## config.mk

```make
export PLATFORM = sky130hd
export DESIGN_NAME = int_controller
export DESIGN_NICKNAME = d
export VERILOG_FILES = /design/src/rtl/int_controller.sv
export SDC_FILE = /design/constraint.sdc
export NUM_CORES = 1
export LEC_CHECK = 0
export ABC_AREA = 1
export BUFFER_PORTS_ARGS = -buffer_cell sky130_fd_sc_hd__buf_2
export CAP_MARGIN = 20
export CORE_MARGIN = 2
export CORE_UTILIZATION = 45
export CTS_BUF_LIST = sky130_fd_sc_hd__clkbuf_2 sky130_fd_sc_hd__clkbuf_4 sky130_fd_sc_hd__clkbuf_8
export DETAILED_ROUTE_END_ITERATION = 8
export PLACE_DENSITY = 0.69
export SYNTH_ARGS = -nofsm -noshare
export SYNTH_HDL_FRONTEND = slang
export SYNTH_SLANG_ARGS = --single-unit
```

## constraint.sdc

```tcl
create_clock -name clk -period 1.36 [get_ports clk]
set_input_delay 0.272 -clock clk [delete_from_list [all_inputs] [get_ports clk]]
set_output_delay 0.272 -clock clk [all_outputs]
set_load 0.02 [all_outputs]
```

## src/rtl/int_controller.sv

```systemverilog
// rtl/int_controller.sv - four-source rising-edge interrupt controller with round-robin arbitration
// One interrupt in service at a time; registered irq/int_vec/pend/busy outputs.
module int_controller #(
    parameter int          N_SRC    = 4,
    parameter logic [9:0]  VEC_BASE = 10'h3C0,
    parameter int          VEC_STEP = 8
) (
    input  logic             clk,
    input  logic             reset,
    input  logic [N_SRC-1:0] int_src,
    input  logic             mask_we,
    input  logic [N_SRC-1:0] mask_din,
    input  logic             int_ack,
    input  logic             eoi,
    output logic             irq,
    output logic [9:0]       int_vec,
    output logic [N_SRC-1:0] pend,
    output logic             busy
);
    localparam int         IW     = $clog2(N_SRC);
    localparam logic [9:0] STEP10 = 10'(VEC_STEP);

    typedef enum logic [1:0] {IDLE, REQ, SERV} state_t;

    state_t           state, state_nx;
    logic [N_SRC-1:0] src_d, mask, mask_nx, pend_nx, src_edge, elig, clr;
    logic [IW-1:0]    rr_ptr, rr_nx, sel, sel_nx, win, idx;
    logic             found, irq_nx, busy_nx;
    logic [9:0]       vec_nx;

    always_ff @(posedge clk or negedge reset) begin
        if (!reset) begin
            state   <= IDLE;
            src_d   <= '0;
            mask    <= '0;
            pend    <= '0;
            rr_ptr  <= '0;
            sel     <= '0;
            irq     <= 1'b0;
            int_vec <= '0;
            busy    <= 1'b0;
        end else begin
            state   <= state_nx;
            src_d   <= int_src;
            mask    <= mask_nx;
            pend    <= pend_nx;
            rr_ptr  <= rr_nx;
            sel     <= sel_nx;
            irq     <= irq_nx;
            int_vec <= vec_nx;
            busy    <= busy_nx;
        end
    end

    always_comb begin
        src_edge = int_src & ~src_d;
        elig     = pend & mask;
        win      = '0;
        idx      = '0;
        found    = 1'b0;
        // Search from rr_ptr upward, wrapping; first eligible index wins.
        for (int i = 0; i < N_SRC; i++) begin
            idx = rr_ptr + IW'(i);
            if (!found && elig[idx]) begin
                win   = idx;
                found = 1'b1;
            end
        end

        state_nx = state;
        sel_nx   = sel;
        rr_nx    = rr_ptr;
        irq_nx   = irq;
        vec_nx   = int_vec;
        busy_nx  = busy;
        clr      = '0;

        case (state)
            IDLE: begin
                if (found) begin
                    state_nx = REQ;
                    sel_nx   = win;
                    irq_nx   = 1'b1;
                    vec_nx   = VEC_BASE + 10'(win) * STEP10;
                end
            end
            REQ: begin
                if (int_ack) begin
                    clr[sel] = 1'b1;
                    state_nx = SERV;
                    irq_nx   = 1'b0;
                    busy_nx  = 1'b1;
                end
            end
            SERV: begin
                if (eoi) begin
                    rr_nx    = sel + 1'b1;
                    state_nx = IDLE;
                    busy_nx  = 1'b0;
                end
            end
            default: begin
                state_nx = IDLE;
                irq_nx   = 1'b0;
                busy_nx  = 1'b0;
            end
        endcase

        // Clear before set so an edge coinciding with its own ack keeps the flag.
        pend_nx = (pend & ~clr) | src_edge;
        mask_nx = mask_we ? mask_din : mask;
    end
endmodule

```

==> metrics.yaml, run 1 <==
sta:
  slew_violations: 0
  clock_skew_ns: 0.001792
  fin_ws_ns: -0.1552
  max_freq_ghz: 0.6600
  rsz0062_at_grt: "yes"
  fin_tns_setup_ns: -0.5086
  fin_crit_sh_pct: 111.4
  hold_viol: 0
  setup_viol: 5
  finalCriticalPeriod_ns: 1.515
setup_path:
  cp.required_ns: 1.55
  critPathKind: "flip-flop to flip-flop"
  worst_setup_path_start_kind: "flip-flop"
  cp_slowest_stage_delay_ns: 0.44
  crit_fanout: 7
  cp_top_family: "simple AND/OR/NAND/NOR gates"
  crit_chain: "buf_6 -> clkinv_8 -> nand2_2 -> nand2_2 -> nand2_4 -> nand2_4 -> nand3_4 -> nor2_4 -> nor2_2 -> or2_1"
  crit_slowest_cell: "dfrtp_2"
  worstPathArrival_ns: 1.71
  cp_num_buf_inv: 2
  end_kind: "flip-flop"
cells_and_area:
  area_growth_pct: 38.31
  finalNonFillerCells: 211
  layout-drive-gt1-share_pct: 48.07
  num-nets-final: 199
  final_area_sq_um: 1613
  diodes: 0
  final_common_cell: "buf_2"
  layout_common_cells: "buf_2 (25), nand2_1 (23), buf_4 (22), dfrtp_1 (19), nand3_1 (13)"
  multiInputGateArea_sq_um: 636.9
  num-fill-cells: 203
  seq_area_sq_um: 528.0
routing:
  top_layer: "met4"
  drcViolationCount: 0
  drtIter0Drc: 25
  routed-wl-met3_microns: 122
  finalWirelength_microns: 2881
  wl_met2_microns: 1584
  vias_per_cell: 5.223
  vias: 1102
  wl_per_cell_microns: 13.65
  drt-pass1-iter-count: 4
  ant_nets: 0
  m1WireLength_microns: 1103
logic_synthesis:
  synth_top_area_cell: "dfrtp_1"
  syn_area_per_cell_sq_um: 8.834
  ys_ff_latch: 21
  synth_cells: 132
  synth_warnings: 0
  syn-cell-area_sq_um: 1166
  seq_area_frac_synth_pct: 45.06
  synth.distinct_cells: 25
  netlist.area_leader.share_pct: 45.06
  yosys-top-cells-area: "dfrtp_1 (45%), nand2_1 (9.7%), nand3_1 (7.7%), buf_4 (4.5%), ha_1 (4.3%)"
floorplanning:
  core_sq_um: 2477
  rows: 18
  fp.dieH_microns: 54.91
  dieArea_sq_um: 3015
  initial_core_util_pct: 47.07
  ios: 29
  die_w_microns: 54.91
clock_tree:
  tritoncts: "yes"
  htree_levels: 1
  cts.sinks: 21
  path_clk_slew_ns: 0.11
  cts_root_buf: "clkbuf_4"
  cts_buffers: 3
  worstSkewPairLatency_ns: 0.30
  clockBufferDepth: 2
run_status:
  violations: "negative setup slack"
  status: "finished with violations"
global_routing:
  overflow: 0
  grt_first_pass_wirelength_microns: 4360
  track_usage_pct: 20.33
  grt_pass1_vias: 1048
  grt_start_max_net_pins: 22
  antenna_found_initial: 0
place:
  io_buffers: 24
  dp_hpwl_microns: 1758
  dp_cells: 194
  placed_cell_area_sq_um: 1370
  gp_congestion: 0.8729
job:
  maxCapViolations: 0
pwr:
  power_density_nw_per_um2: 2419
  irDropWorstVdd_uv: 1240
  leakagePower_nw: 0.8234
worst_hold_path:
  hp-class: "primary input to flip-flop"
## synthesized netlist by cell type
| cell | n |
|---|---|
| nand2_1 | 30 |
| dfrtp_1 | 21 |
| nand3_1 | 18 |
| inv_1 | 10 |
| o21ai_0 | 8 |
| buf_4 | 7 |
| nand2_2 | 6 |
| nor2_1 | 5 |
| ha_1 | 4 |
| mux2_2 | 4 |
| a21oi_1 | 2 |
| nand3_4 | 2 |
| nand4_1 | 2 |
| nor2_2 | 2 |
| buf_6 | 1 |
| conb_1 | 1 |
| inv_2 | 1 |
| inv_8 | 1 |
| nand2_4 | 1 |
| nand3_2 | 1 |
| o211ai_1 | 1 |
| o21ai_1 | 1 |
| o21ai_2 | 1 |
| o31ai_1 | 1 |
| or2_1 | 1 |
## worst reg2reg max path: stages, from the launching register on
cell,delay (ns)
dfrtp_2,0.44
buf_6,0.13
clkinv_8,0.07
nand2_2,0.06
nand2_2,0.09
nand2_4,0.07
nand2_4,0.08
nand3_4,0.11
nor2_4,0.12
nor2_2,0.04
or2_1,0.20
## flip-flops by register name, summed over array words and instances (netlist names)
name,count
src_d,4
irq,1
state,2
mask,4
busy,1
int_vec,2
sel,1
rr_ptr,2
pend,4
## area by class of cell
class | count | share of cell area [%]
Sequential cell | 21 | 32.74
Multi-Input combinational cell | 94 | 39.49
Tap cell | 30 | 2.327
Inverter | 12 | 3.569
Clock buffer | 4 | 1.862
Timing Repair Buffer | 50 | 20.02
## power breakdown
group / total (mW) / internal, mW / switching, mW
Clock: 0.310 / 0.134 / 0.176
Combinational: 2.58 / 1.11 / 1.47
Sequential: 1.01 / 0.814 / 0.195
Total: 3.90 / 2.06 / 1.84
## layer usage
layer | GRT usage [%] | vias to the layer above
met1 | 23.58 | 536
met4 | 8.943 | 0
met3 | 2.151 | 9
li1 | - | 521
met2 | 37.50 | 36
met5 | 0 | -
## per-stage QoR
stage | util, % | hold slack (ns) | power, mW | worst slack, ns
floorplan | - | -0.02359 | 2.225 | -0.002640
global placement | 55.30 | 0.2453 | 2.766 | -0.1200
detailed placement | 55.30 | 0.2476 | 2.812 | -0.1689
CTS | 62.47 | 0.08351 | 3.587 | -0.1041
global route | 65.10 | 0.06374 | 4.182 | -0.2376
finish | 65.10 | 0.08422 | 3.901 | -0.1552
## logic make-up (layout without fill, tap and decap cells)
kind of cell | Yosys count | after routing | share of synthesized area [%]
other cells | 1 | 4 | 0.3216
mux | 4 | 4 | 3.862
compound gates | 14 | 14 | 6.760
flops | 21 | 21 | 45.06
simple gates | 68 | 68 | 29.72
fa+ha+maj | 4 | 4 | 4.292
buf+inv | 20 | 66 | 9.978
## final timing paths
path / start / end / slack, ns / depth (start not counted)
worst min-delay path: int_src[1] / src_d[1] / 0.08 / 1
worst min register to register: src_d[2] / pend[2] / 0.43 / 1
max in group asynchronous: reset / rr_ptr[0] / 0.59 / 2
min in group asynchronous: reset / src_d[2] / 0.44 / 2
worst max-delay path: rr_ptr[0] / int_vec[8] / -0.16 / 10
worst max register to register: rr_ptr[0] / int_vec[8] / -0.16 / 10
## repair_timing
| action | 4_1_cts | 5_1_grt |
|---|---|---|
| endpoints found under the setup margin | 5 | 5 |
| setup buffers | 9 | 3 |
| hold endpoints to repair | 21 | 0 |
| hold buffers | 1 | 0 |
| pin swaps | 7 | 8 |
| gates resized for setup | 18 | 10 |
Power figures use the tool's default switching activity.
==> run 2: changes to the inputs <==
--- a/config.mk
+++ b/config.mk
@@ -8,11 +8,14 @@
 export ABC_AREA = 1
 export BUFFER_PORTS_ARGS = -buffer_cell sky130_fd_sc_hd__buf_2
 export CAP_MARGIN = 20
+export CELL_PAD_IN_SITES_DETAIL_PLACEMENT = 1
+export CELL_PAD_IN_SITES_GLOBAL_PLACEMENT = 2
 export CORE_MARGIN = 2
-export CORE_UTILIZATION = 45
+export CORE_UTILIZATION = 29
 export CTS_BUF_LIST = sky130_fd_sc_hd__clkbuf_2 sky130_fd_sc_hd__clkbuf_4 sky130_fd_sc_hd__clkbuf_8
 export DETAILED_ROUTE_END_ITERATION = 8
-export PLACE_DENSITY = 0.69
+export PLACE_DENSITY = 0.74
+export SLEW_MARGIN = 10
 export SYNTH_ARGS = -nofsm -noshare
 export SYNTH_HDL_FRONTEND = slang
 export SYNTH_SLANG_ARGS = --single-unit
==> run 2 against run 1 <==
- the run still ends with negative setup slack left
- die area grew 51%
- sequential share of layout area grew 0.28 points
- utilization shrank 25 points
- clock skew shrank 0.00086 ns
- cell area shrank 0.85%
- via count shrank 7.7%
- combinational power shrank 13%
- largest power group unchanged
==> metrics.yaml, run 2 (synthesis results as in run 1) <==
run_status:
  status: "finished with violations"
  violations: "negative setup slack"
setup_path:
  worstPathArrival_ns: 1.60  # -0.11 ns
  reg2reg_from: "rr_ptr[0]"
  critPathKind: "flip-flop to flip-flop"
  r2r_end: "int_vec[8]"
  r2r_slack_ns: -0.09  # +0.06 ns
  crit_fanout: 8  # +1
  endpoint: "int_vec[8]"
  startpoint: "rr_ptr[0]"
  reg2reg_depth: 8  # -2
  cp.required_ns: 1.51  # -0.04 ns
  end_kind: "flip-flop"
  worst_setup_path_start_kind: "flip-flop"
routing:
  drcViolationCount: 0  # unchanged
  drt-pass1-iter-count: 4  # unchanged
  vias_per_cell: 4.561  # -13%
  finalWirelength_microns: 2938  # +2.0%
  wl_per_cell_microns: 13.17  # -3.5%
  ant_nets: 0  # unchanged
  drtIter0Drc: 14  # -44%
  vias: 1017  # -7.7%
clock_tree:
  cts_root_buf: "clkbuf_8"
  cts.sinks: 21  # unchanged
  path_clk_slew_ns: 0.07  # -0.04 ns
  cts_buffers: 3  # unchanged
  tritoncts: "yes"
  htree_levels: 1  # unchanged
  clockBufferDepth: 2  # unchanged
  worstSkewPairLatency_ns: 0.26  # -0.04 ns
floorplanning:
  initial_core_util_pct: 29.58  # -17 points
  ios: 29  # unchanged
  dieArea_sq_um: 4544  # +51%
  rows: 23  # +5
  die_w_microns: 67.41  # +23%
  fp.dieH_microns: 67.41  # +23%
  core_sq_um: 3943  # +59%
sta:
  clock_skew_ns: 0.0009341  # -0.0008575 ns
  finalCriticalPeriod_ns: 1.454  # -0.06168 ns
  fin_tns_setup_ns: -0.3292  # +0.1794 ns
  hold_viol: 0  # unchanged
  setup_viol: 5  # unchanged
  max_freq_ghz: 0.6880  # +4.2%
  rsz0062_at_grt: "yes"
  fin_ws_ns: -0.09353  # +0.06168 ns
  slew_violations: 0  # unchanged
  fin_crit_sh_pct: 106.9  # -4.5 points
cells_and_area:
  layout_common_cells: "buf_2 (24), nand2_1 (23), dfrtp_1 (19), buf_4 (17)"
  multiInputGateArea_sq_um: 649.4  # +2.0%
  final_common_cell: "buf_2"
  final_area_sq_um: 1599  # -0.85%
  layout-drive-gt1-share_pct: 47.40  # -0.67 points
  largestRegisters: "mask: 4 flops, pend: 4 flops, src_d: 4 flops"
  diodes: 0  # unchanged
  num-fill-cells: 467  # +130%
  area_growth_pct: 37.12
  seq_area_sq_um: 528.0  # unchanged
  num-nets-final: 191  # -4.0%
place:
  gp_congestion: 0.7580  # -13%
  post-place-ws_ns: -0.1690  # -0.00005400 ns
  io_buffers: 24  # unchanged
  placed_cell_area_sq_um: 1418  # +3.5%
  dp_hpwl_microns: 2241  # +27%
worst_hold_path:
  worstHoldPathCells: 1  # unchanged
  hp-class: "primary input to flip-flop"
global_routing:
  grt_first_pass_wirelength_microns: 4733  # +8.6%
  track_usage_pct: 14.10  # -6.2 points
  antenna_found_initial: 0  # unchanged
  overflow: 0  # unchanged
  grt_pass1_vias: 1037  # -1.0%
  grt_start_max_net_pins: 22  # unchanged
job:
  maxCapViolations: 0  # unchanged
pwr:
  power_density_nw_per_um2: 2328  # -3.8%
  irDropWorstVdd_uv: 679.6  # -45%
  leakagePower_nw: 0.7921  # -3.8%
-- run 2: changes by cell type in the layout (fill, tap and decap cells not counted), sizes merged --
cell,delta
buf,-8
clkinv,-1
inv,+1
-- run 2: repair_timing --
action | 4_1_cts | 5_1_grt
hold buffers | 1 | 0
resized for setup | 16 | 11
buffers inserted | 1 | 0
endpoints found under the setup margin | 5 | 5
endpoints found under the hold margin | 21 | 0
pin swaps | 2 | 8
-- run 2: layout make-up --
class	instances	area share, %
multi-input cells	94	40.61
clock buffers	4	3.052
repair buffers	42	16.12
well taps	50	3.912
flip-flops and latches	21	33.02
inverters	12	3.286
-- run 2: worst min-delay path by stage --
stage                     startpoint          to  slack, ns
final                     int_src[1]    src_d[1]       0.13
after floorplan                reset        busy      -0.02
after global placement         reset  int_vec[8]       0.25
after detailed placement       reset  int_vec[8]       0.26
after CTS                 int_src[2]    src_d[2]       0.12
after global routing      int_src[2]    src_d[2]       0.12
-- run 2: through the flow --
step	cells	power, mW	utilization (%)	hold slack [ns]
finish	223	3.722	40.56	0.1316
global route	223	4.030	40.56	0.1238
CTS	223	3.611	39.29	0.1238
detailed placement	217	2.957	35.96	0.2567
global placement	217	2.897	35.96	0.2494
floorplan	135	2.225	-	-0.02359
-- run 2: worst max-delay path: stages, from the launching register on --
cell,delay [ns]
dfrtp_2,0.51
inv_8,0.09
nand3_4,0.08
nand3_1,0.09
nand2_2,0.13
nand3_4,0.11
nor2_4,0.09
nor2_2,0.05
or2_1,0.20
-- run 2: metal layers --
metal	track usage (%)	share of wire [%]	vias to the layer above
met2	24.75	55	11
met3	1.500	1.6	4
li1	-	-	508
met5	0	0	-
met4	6.122	1.5	0
met1	17.45	42	494
-- run 2: power breakdown --
group	leakage (nW)	internal [mW]	switching, mW
registers	0.234	0.815	0.240
logic	0.532	0.922	1.32
clock network	0.0262	0.228	0.198
==> run 3: changes to the inputs <==
--- a/config.mk
+++ b/config.mk
@@ -5,7 +5,6 @@
 export SDC_FILE = /design/constraint.sdc
 export NUM_CORES = 1
 export LEC_CHECK = 0
-export ABC_AREA = 1
 export BUFFER_PORTS_ARGS = -buffer_cell sky130_fd_sc_hd__buf_2
 export CAP_MARGIN = 20
 export CELL_PAD_IN_SITES_DETAIL_PLACEMENT = 1
@@ -14,7 +13,7 @@
 export CORE_UTILIZATION = 29
 export CTS_BUF_LIST = sky130_fd_sc_hd__clkbuf_2 sky130_fd_sc_hd__clkbuf_4 sky130_fd_sc_hd__clkbuf_8
 export DETAILED_ROUTE_END_ITERATION = 8
-export PLACE_DENSITY = 0.74
+export PLACE_DENSITY = 0.73
 export SLEW_MARGIN = 10
 export SYNTH_ARGS = -nofsm -noshare
 export SYNTH_HDL_FRONTEND = slang
==> run 3 against run 2 <==
- the flow now finishes without violations
- sequential power is essentially flat
- sequential cell count unchanged
- die area decreased by 14%
- critical path depth down 6
- count of clock-buffer cells in the layout shrank 1
- combinational power is 59% lower
- utilization down 4.3 points
- power fell by 39%
- sequential share of layout area increased by 11 points
- setup slack better by 0.14 ns
- global-route usage down 1.2 points
- critical endpoint is now pend[2]
- largest cell class is now registers
- highest routed layer unchanged
==> metrics.yaml, run 3 <==
logic_synthesis:
  ys_ff_latch: 21  # unchanged
  netlist.area_leader.share_pct: 53.10  # +8.0 points
  ys.flop_type: "dfrtp_1"
  seq_area_frac_synth_pct: 53.10  # +8.0 points
  syn_area_per_cell_sq_um: 10.64  # +20%
  synth_warnings: 0  # unchanged
  synth_xor_area_share_pct: 0  # unchanged
  synth_simple_gate_area_share_pct: 10.37  # -19 points
  yosys-top-cells-area: "dfrtp_1 (53%), o21ai_0 (6.1%), mux2_2 (5.7%), buf_4 (5.3%), ha_1 (5.1%)"
  synth_top_family_by_area: "compound AO/OA/AOI/OAI gates"
  yosysMostFrequentCell: "dfrtp_1"
  synth_cells: 93  # -30%
  synth_compound_area_share_pct: 16.31  # +9.5 points
  synth_top_area_cell: "dfrtp_1"
  synth_mux_area_share_pct: 5.689  # +1.8 points
  synth.distinct_cells: 25  # unchanged
  syn-cell-area_sq_um: 989.7  # -15%
  synth_common_cells: "dfrtp_1 (21), o21ai_0 (12), inv_1 (10)"
  synth_edf_count: 0  # unchanged
  async_reset_ff_share_pct: 100.0  # unchanged
  yosys.area_share.adder_pct: 5.057  # +0.77 points
global_routing:
  overflow: 0  # unchanged
  track_usage_pct: 12.94  # -1.2 points
  antenna_found_initial: 0  # unchanged
  grt_pass1_vias: 810  # -22%
  grt_first_pass_wirelength_microns: 3953  # -16%
  grt_start_max_net_pins: 22  # unchanged
place:
  dp_hpwl_microns: 1753  # -22%
  gp_congestion: 0.8071  # +6.5%
  io_buffers: 24  # unchanged
  dp_cells: 162  # -25%
setup_path:
  end_kind: "output port"
  reg2reg_from: "mask[1]"
  critPathKind: "flip-flop to output port"
  endpoint: "pend[2]"
  crit_fanout: 4  # -4
  reg2reg_depth: 4  # -4
  r2r_end: "sel[0]"
  startpoint: "pend[2]"
  worstPathArrival_ns: 1.04  # -0.56 ns
  worst_setup_path_start_kind: "flip-flop"
  crit_chain: "buf_4 -> buf_2"
  cp.required_ns: 1.09  # -0.42 ns
  cp_slowest_stage_delay_ns: 0.44  # -0.07 ns
  crit_slowest_cell: "dfrtp_1"
  r2r_slack_ns: 0.06  # +0.15 ns
floorplanning:
  dieArea_sq_um: 3896  # -14%
  ios: 29  # unchanged
  initial_core_util_pct: 29.89  # +0.32 points
  fp.dieH_microns: 62.42  # -7.4%
  die_w_microns: 62.42  # -7.4%
  rows: 21  # -8.7%
  core_sq_um: 3311  # -16%
cells_and_area:
  final_common_cell: "buf_2"
  finalNonFillerCells: 169  # -24%
  num-nets-final: 141  # -26%
  area_growth_pct: 21.37
  diodes: 0  # unchanged
  multiInputGateArea_sq_um: 385.4  # -41%
  seq_area_sq_um: 525.5  # -0.47%
  num-fill-cells: 409  # -12%
  largestRegisters: "mask: 4 flops, pend: 4 flops, src_d: 4 flops"
  layout-drive-gt1-share_pct: 34.15  # -13 points
  layout_common_cells: "buf_2 (24), dfrtp_1 (21), o21ai_0 (11), inv_1 (10), nand2_1 (8)"
sta:
  hold_viol: 0  # unchanged
  slew_violations: 0  # unchanged
  fin_crit_sh_pct: 96.58  # -10 points
  hold-worst-slack_ns: 0.07020  # -0.06144 ns
  setup_viol: 0  # -5
  fin_tns_setup_ns: 0  # +0.3292 ns
  finalCriticalPeriod_ns: 1.313  # -0.1401 ns
  max_freq_ghz: 0.7613  # +11%
  clock_skew_ns: 0.005604  # +0.004670 ns
routing:
  drtIter0Drc: 17  # +3
  finalWirelength_microns: 2297  # -22%
  drcViolationCount: 0  # unchanged
  ant_nets: 0  # unchanged
  vias_per_cell: 4.473  # -1.9%
  drt-pass1-iter-count: 3  # -1
  vias: 756  # -26%
  wl_per_cell_microns: 13.59  # +3.2%
clock_tree:
  path_clk_slew_ns: 0.12  # +0.05 ns
  cts_root_buf: "clkbuf_4"
  cts.sinks: 21  # unchanged
  cts_buffers: 3  # unchanged
  tritoncts: "yes"
  htree_levels: 1  # unchanged
  clockBufferDepth: 2  # unchanged
  worstSkewPairLatency_ns: 0.31  # +0.05 ns
pwr:
  combPwrFrac_pct: 40.9  # -19 points
  leakagePower_nw: 0.5610  # -29%
  switching_share_pct: 41.42  # -5.8 points
  irDropWorstVdd_uv: 686.6  # +1.0%
  netSwitchingPower_uw: 935.5  # -47%
  p_int_mw: 1.323  # -33%
  power_mw: 2.259  # -39%
  power_density_nw_per_um2: 1880  # -19%
  clockPowerShare_pct: 13.7  # +2.3 points
  pwr-share-seq_pct: 45.4  # +17 points
run_status:
  status: "finished clean"
worst_hold_path:
  worstHoldPathCells: 1  # unchanged
  hp-class: "primary input to flip-flop"
job:
  maxCapViolations: 0  # unchanged
==> run 3: cell count changes in the layout (fill, tap and decap cells not counted), moves of 4 or more <==
cell	previous run	this run
nand3_1	10	0
buf_4	17	5
nand2_2	5	1
nand3_2	8	0
nand2_4	9	0
nand2_1	23	8
==> run 3: power by group through the flow <==
| stage | clock network [mW] | logic [mW] | registers, mW |
|---|---|---|---|
| 4_1_cts | 0.323 | 0.908 | 1.03 |
| 6_report | 0.310 | 0.924 | 1.02 |
| 5_1_grt | 0.344 | 1.04 | 1.07 |
| 2_1_floorplan | 0 | 0.455 | 1.12 |
| 3_5_place_dp | 0 | 0.903 | 1.04 |
| 3_3_place_gp | 0 | 0.870 | 1.03 |
==> run 3: worst min-delay path by stage <==
stage	start	endpoint	slack, ns
after floorplan	reset	busy	-0.02
after global placement	reset	int_vec[8]	0.26
after detailed placement	reset	int_vec[8]	0.26
after CTS	int_src[2]	src_d[2]	0.06
after global routing	int_src[0]	src_d[0]	0.07
final	int_src[2]	src_d[2]	0.07
==> run 3: metrics by stage <==
stage | setup slack [ns] | util (%) | cell area [sq um]
floorplan | 0.01440 | - | 1001
CTS | 0.02184 | 35.83 | 1186
global placement | 0.1118 | 34.69 | 1149
finish | 0.04654 | 36.28 | 1201
global route | -0.0007382 | 36.28 | 1201
detailed placement | 0.04640 | 34.69 | 1149
==> run 3: cell families (layout without fill, tap and decap cells) <==
| kind of cell | count (synthesis) | count (layout) |
|---|---|---|
| flops | 21 | 21 |
| fa+ha+maj | 4 | 4 |
| simple gates | 20 | 20 |
| other cells | 1 | 4 |
| buf+inv | 17 | 44 |
| compound gates | 25 | 25 |
| mux | 5 | 5 |
==> run 3: cell type report <==
class / count / share of cell area, %
Tap cell: 46 / 4.792
Sequential cell: 21 / 43.75
Clock buffer: 3 / 1.875
Clock inverter: 1 / 0.4167
Timing Repair Buffer: 30 / 13.96
Inverter: 10 / 3.125
Multi-Input combinational cell: 58 / 32.08
==> run 3: worst max-delay path, delay by kind of cell (launching register included) <==
kind,cells,cell delay [ns]
buffers and inverters,2,0.30
DFF,1,0.44
==> run 3: what timing repair did <==
item	CTS	global route
endpoints found under the setup margin	0	3
hold endpoints to repair	21	0
resized for setup	0	1
hold buffers	1	0
buffers inserted	0	2
==> run 3: layer usage <==
layer	global-route usage [%]	up-vias	wire length (microns)	part of all wire, %
li1	-	366	-	-
met1	16.17	365	1018	44
met2	21.77	21	1135	49
met3	3.964	4	116	5.1
met4	3.333	0	26	1.1
met5	0	-	0	0
